## src/rtl/atm_pkg.sv

```systemverilog
// atm_pkg: shared types and width helpers for the ATM session controller.
// State encodings are fixed; widths derive from the counted cycle limits.
package atm_pkg;

    typedef enum logic [2:0] {
        S_IDLE   = 3'd0,
        S_PIN    = 3'd1,
        S_MENU   = 3'd2,
        S_TXN    = 3'd3,
        S_EJECT  = 3'd4,
        S_RETAIN = 3'd5
    } state_t;

    localparam int TIMEOUT_DEF = 5;
    localparam int TRIES_DEF   = 3;
    localparam int LOCK_DEF    = 20;

    // Bits needed to hold 0..n-1, never less than one.
    function automatic int cnt_w(input int n);
        return (n < 2) ? 1 : $clog2(n);
    endfunction

    localparam int INACT_W = cnt_w(TIMEOUT_DEF);
    localparam int LOCK_W  = cnt_w(LOCK_DEF);

endpackage

```

## src/rtl/atm_inact_timer.sv

```systemverilog
// atm_inact_timer: inactivity counter with terminal-count detect.
// Define ATM_TIMEOUT_WARN_EN to add the early-warning output.
module atm_inact_timer
    import atm_pkg::*;
#(
    parameter int TIMEOUT_CYCLES = TIMEOUT_DEF
) (
    input  logic clk,
    input  logic rst,
    input  logic enable,
    input  logic clear,
    input  logic restart,
    output logic timeout
`ifdef ATM_TIMEOUT_WARN_EN
    , output logic warn
`endif
);

    localparam int IW = cnt_w(TIMEOUT_CYCLES);
    localparam logic [IW-1:0] TERM = IW'(TIMEOUT_CYCLES - 1);

    logic [IW-1:0] cnt;

    // A keypress on the terminal cycle wins over the timeout.
    assign timeout = enable & ~clear & (cnt == TERM);

    always_ff @(posedge clk or posedge rst) begin
        if (rst) begin
            cnt <= '0;
        end else if (!enable || clear || restart || timeout) begin
            cnt <= '0;
        end else begin
            cnt <= cnt + 1'b1;
        end
    end

`ifdef ATM_TIMEOUT_WARN_EN
    localparam logic [IW-1:0] WARN_AT = IW'(TIMEOUT_CYCLES - 2);

    assign warn = enable & (cnt >= WARN_AT);
`endif

endmodule

```

## src/rtl/atm_session_ctrl.sv

```systemverilog
// atm_session_ctrl: ATM customer session sequencer with PIN lockout.
// Define ATM_TIMEOUT_WARN_EN to expose timeout_warn.
module atm_session_ctrl
    import atm_pkg::*;
#(
    parameter int TIMEOUT_CYCLES = TIMEOUT_DEF,
    parameter int MAX_PIN_TRIES  = TRIES_DEF,
    parameter int LOCK_CYCLES    = LOCK_DEF
) (
    input  logic       clk,
    input  logic       rst,
    input  logic       card_in,
    input  logic       pin_valid,
    input  logic       pin_ok,
    input  logic       key_activity,
    input  logic       txn_req,
    input  logic       txn_done,
    output logic [2:0] state,
    output logic       session_active,
    output logic [2:0] pin_err_cnt,
    output logic       timeout_evt,
    output logic       txn_abort,
    output logic       card_retain
`ifdef ATM_TIMEOUT_WARN_EN
    , output logic     timeout_warn
`endif
);

    localparam int LW = cnt_w(LOCK_CYCLES);
    localparam logic [LW-1:0] LTERM = LW'(LOCK_CYCLES - 1);
    localparam logic [2:0] MAXP = 3'(MAX_PIN_TRIES);

    state_t st, st_n;
    logic [2:0] err_q, err_n;
    logic [LW-1:0] lock_q, lock_n;
    logic tev_q, tev_n;
    logic abt_q, abt_n;
    logic active, key_clr, tmo_hit, retry, restart;

    assign active  = (st == S_PIN) || (st == S_MENU) || (st == S_TXN);
    assign key_clr = key_activity && ((st == S_PIN) || (st == S_MENU));
    assign restart = (st_n != st) || retry;

    atm_inact_timer #(
        .TIMEOUT_CYCLES(TIMEOUT_CYCLES)
    ) u_timer (
        .clk    (clk),
        .rst    (rst),
        .enable (active),
        .clear  (key_clr),
        .restart(restart),
        .timeout(tmo_hit)
`ifdef ATM_TIMEOUT_WARN_EN
        , .warn (timeout_warn)
`endif
    );

    always_ff @(posedge clk or posedge rst) begin
        if (rst) begin
            st     <= S_IDLE;
            err_q  <= '0;
            lock_q <= '0;
            tev_q  <= 1'b0;
            abt_q  <= 1'b0;
        end else begin
            st     <= st_n;
            err_q  <= err_n;
            lock_q <= lock_n;
            tev_q  <= tev_n;
            abt_q  <= abt_n;
        end
    end

    always_comb begin
        st_n  = st;
        err_n = err_q;
        retry = 1'b0;
        tev_n = 1'b0;
        abt_n = 1'b0;
        unique case (st)
            S_IDLE: begin
                if (card_in) begin
                    st_n  = S_PIN;
                    err_n = '0;
                end
            end
            S_PIN: begin
                if (!card_in) begin
                    st_n = S_IDLE;
                end else if (tmo_hit) begin
                    st_n  = S_EJECT;
                    tev_n = 1'b1;
                end else if (pin_valid && pin_ok) begin
                    st_n = S_MENU;
                end else if (pin_valid) begin
                    err_n = (err_q >= MAXP) ? MAXP : err_q + 3'd1;
                    if (err_n == MAXP) begin
                        st_n = S_RETAIN;
                    end else begin
                        retry = 1'b1;
                    end
                end
            end
            S_MENU: begin
                if (!card_in) begin
                    st_n = S_IDLE;
                end else if (tmo_hit) begin
                    st_n  = S_EJECT;
                    tev_n = 1'b1;
                end else if (txn_req) begin
                    st_n = S_TXN;
                end
            end
            // Card stays locked in the reader until the datapath is done.
            S_TXN: begin
                if (txn_done) begin
                    st_n = S_MENU;
                end else if (tmo_hit) begin
                    st_n  = S_EJECT;
                    tev_n = 1'b1;
                    abt_n = 1'b1;
                end
            end
            S_EJECT: begin
                if (!card_in) begin
                    st_n = S_IDLE;
                end
            end
            S_RETAIN: begin
                if (lock_q == LTERM) begin
                    st_n  = S_IDLE;
                    err_n = '0;
                end
            end
            default: begin
                st_n = S_IDLE;
            end
        endcase
        lock_n = ((st == S_RETAIN) && (st_n == S_RETAIN))
               ? lock_q + 1'b1 : '0;
    end

    always_comb begin
        state          = st;
        session_active = active;
        pin_err_cnt    = err_q;
        timeout_evt    = tev_q;
        txn_abort      = abt_q;
        card_retain    = (st == S_RETAIN);
    end

endmodule

```

## config.mk

```make
export PLATFORM = sky130hd
export DESIGN_NAME = atm_session_ctrl
export DESIGN_NICKNAME = d
export VERILOG_FILES = /design/src/rtl/atm_pkg.sv /design/src/rtl/atm_inact_timer.sv /design/src/rtl/atm_session_ctrl.sv
export SDC_FILE = /design/constraint.sdc
export NUM_CORES = 1
export LEC_CHECK = 0
export CORE_MARGIN = 4
export CORE_UTILIZATION = 47
export CTS_BUF_LIST = sky130_fd_sc_hd__clkbuf_16
export DETAILED_ROUTE_END_ITERATION = 6
export GPL_TIMING_DRIVEN = 0
export HOLD_SLACK_MARGIN = 0.02
export PLACE_DENSITY = 0.74
export SYNTH_ARGS = -nofsm -noshare
export SYNTH_HDL_FRONTEND = slang
export SYNTH_SLANG_ARGS = --single-unit
```

## constraint.sdc

```tcl
create_clock -name clk -period 1.77 [get_ports clk]
set_clock_uncertainty 0.05 [all_clocks]
set_input_delay 0.177 -clock clk [delete_from_list [all_inputs] [get_ports clk]]
set_output_delay 0.177 -clock clk [all_outputs]
set_load 0.01 [all_outputs]
```

==> summary.md <==
| Metric | Value |
|---|---|
| Status | complete, but fails checks |
| Failing checks | setup timing |
| Synthesized area | 0.00112 mm2 |
| Final worst-path cycle share | 1.06 |
| DR vias | 980 |
| Nets | 164 |
| Rel. slew slack | 0.584 |
| MaxCap Viol Count | 0 |
| Inserted Diodes | 0 |
| DR WL/cell | 15.6 um |
| Syn Inst Count | 120 |
| P&R area growth vs syn | 40.9% |
| Synth warn | 0 |
| CTS tree | done |
| RePlAce Congestion | 0.870 |
| Effective utilization at floorplan | 0.500 |
| Global-route wire length before repair | 4530 um |
| Fmax | 533 MHz |
| FF-to-FF setup slack | -110 ps |
| H-tree levels | 1 |
| R2R cell count | 7 |
| Chip Height | 56.7 um |
| PwrDens | 1350 mW/mm2 |
| Flop pwr share | 0.234 |
| Worst r2r src | pin_err_cnt[0]$_DFFE_PP0P_ |
| DRC violations left | 0 |
| IO Pins | 18 |
| Initial antenna violation count | 0 |
| Largest net degree at the start of global routing | 17 |
| Slew @ Worst Pin | 623 ps |
| Synth cell types | 47 |
| CP Max Fanout | 5 |
| Share of cells above drive strength 1 | 0.300 |
| Worst IR drop on VDD | 1.23 mV |
| Syn nets | 133 |
| Post-synth top area cell | dfrtp_1 |
| Critical Path Source | pin_err_cnt[0]$_DFFE_PP0P_ |
| Fillers | 168 |
| Reg-to-reg endpoint | state[2]$_DFF_PP0_ |
| Comb pwr share | 0.555 |
| DRT Pass-1 Iters | 4 |
| Top FF cell, synth | dfrtp_1 |
| Final Critical Period | 1880 ps |
| Req. time, crit path | 1840 ps |
| Worst EP arrival | 1950 ps |
| Tot GR Track Use | 0.180 |
| GR Overflow Total | 0 |
| Commonest non-fill, non-tap cell in the layout | clkdlybuf4s50_1 |
| Detailed Route Iter0 Violations | 33 |
| Cells taking the most area after synthesis | dfrtp_1 36%, ha_1 5.6%, inv_1 3.0% |
| Clock-pin slew of the registers on the worst-case setup and hold paths | 50 ps |
| Switching Fraction | 0.374 |
| EDFF count, synth | 0 |
| Synthesized flop and latch total | 16 |
| Post-synthesis sequential area ratio | 0.359 |
| Post-Layout Inst Area | 0.00157 mm2 |
| Crit. End Element | flip-flop |
| Startpoint types | flip-flop |
| Antenna viol nets, final | 0 |
| Pint | 1.32 mW |
| Drt via density | 5.51 |
| Drt total wl | 2770 um |
| I/O Buffers | 17 |
| Clock Latency Late Sink | 250 ps |
| Max-slew violations | 0 |
| Clk root buf | clkbuf_16 |
| Clk network pwr share | 0.211 |
| Hold/Removal Path Class | in -> async |
| Setup WS post-layout | -106 ps |
| Static Leak | 0.678 nW |
| Clock tree buffer depth | 2 |
| Worst hold margin | 254 ps |
| Tot Pwr | 2.12 mW |
| Rows | 17 |
| Vias in the first global route | 993 |
| Setup crit end | state[2]$_DFF_PP0_ |
| TritonCTS Sinks | 16 |
| Asr flop ratio synth | 1.00 |
| Most frequent cells in the layout | 15 x clkdlybuf4s50_1, 13 x dfrtp_1, 11 x buf_4 |
| Post-synth top area share | 0.359 |
| Switching power total | 0.792 mW |
| DIE AREA | 0.00322 mm2 |
| RSZ-0062 raised after global routing | yes |
| Final setup viols | 4 |
| Cell Area, Placed | 0.00136 mm2 |
| Synth Area per Inst | 9.30 um2 |
| DP Wirelength | 1880 um |
| Critical path type | reg -> reg |
| Die W | 56.7 um |
| Core area | 0.00223 mm2 |
| Endpoints failing hold | 0 |
| CTS Buf Count | 3 |
-- power groups by stage --
stage | Combinational (mW) | Sequential [mW] | Clock (mW)
floorplan | 0.610 | 0.532 | 0
global placement | 0.892 | 0.520 | 0
detailed placement | 0.906 | 0.524 | 0
CTS | 1.02 | 0.509 | 0.452
global route | 1.28 | 0.506 | 0.472
finish | 1.17 | 0.496 | 0.446
-- flip-flops by register name, summed over array words and instances (netlist names) --
name	flops
txn_abort	1
timeout_evt	1
lock_q	5
pin_err_cnt	3
u_timer.cnt	3
state	3
-- worst max-delay path, stage by stage, from the launching register on --
cell	delay [ps]
dfrtp_2	450
ha_4	180
ha_4	160
a211oi_4	180
nand2_1	90
a22oi_2	200
nor2_1	80
or3_1	370
-- cell usage after synthesis, types with 4 or more instances --
cell type	n
a21oi_1	5
nor2_1	9
ha_1	5
nor3_1	4
nand3b_1	4
o21ai_0	5
dfrtp_1	16
inv_1	9
nand2_1	9
nor2b_1	4
-- repair_timing --
action / 4_1_cts / 5_1_grt
setup endpoints to repair: 8 / 6
pin swaps: 5 / 4
hold buffers: 0 / 0
resized for setup: 11 / 8
setup buffers: 5 / 4
-- metal layers --
metal,routed length [um],vias to the layer above,global-route usage
met5,0,-,0
met2,1380,32,0.315
met4,38,0,0.0596
met3,146,4,0.0368
met1,1200,464,0.219
li1,-,480,-
-- through the flow --
step,setup WS [ps],instances,TNS [ps],util
2_1_floorplan,-42.8,120,-42.8,-
3_3_place_gp,-234,165,-941,0.607
3_5_place_dp,-259,165,-1240,0.607
4_1_cts,-122,174,-287,0.671
5_1_grt,-159,178,-645,0.704
6_report,-106,178,-308,0.704
-- worst min-delay path by stage --
stage,endpoint,slack (ps)
final,lock_q[2]$_DFF_PP0_,250
after global routing,lock_q[2]$_DFF_PP0_,340
after CTS,lock_q[2]$_DFF_PP0_,290
after detailed placement,lock_q[0]$_DFF_PP0_,420
after global placement,u_timer.cnt[0]$_DFF_PP0_,400
after floorplan,lock_q[0]$_DFF_PP0_,40
-- cells by family after synthesis --
family                     count (synthesis)  share of synthesized area
and+or+nand+nor                           49                      0.271
AOI/OAI and AO/OA                         26                      0.174
DFF                                       16                      0.359
buffers and inverters                     15                     0.0583
adders and majority gates                  6                     0.0661
muxes                                      5                     0.0482
xor gates and xnor gates                   3                     0.0235
-- area by class of cell --
type / count / area (um2) / area share
Multi-Input combinational cell: 89 / 744 / 0.473
Sequential cell: 16 / 404 / 0.257
Timing Repair Buffer: 26 / 239 / 0.152
Clock buffer: 3 / 75.1 / 0.0477
Inverter: 11 / 41.3 / 0.0263
Tap cell: 28 / 35.0 / 0.0223
Buffer: 4 / 30.0 / 0.0191
Clock inverter: 1 / 3.75 / 0.00239
(Power assumes the default switching activity.)
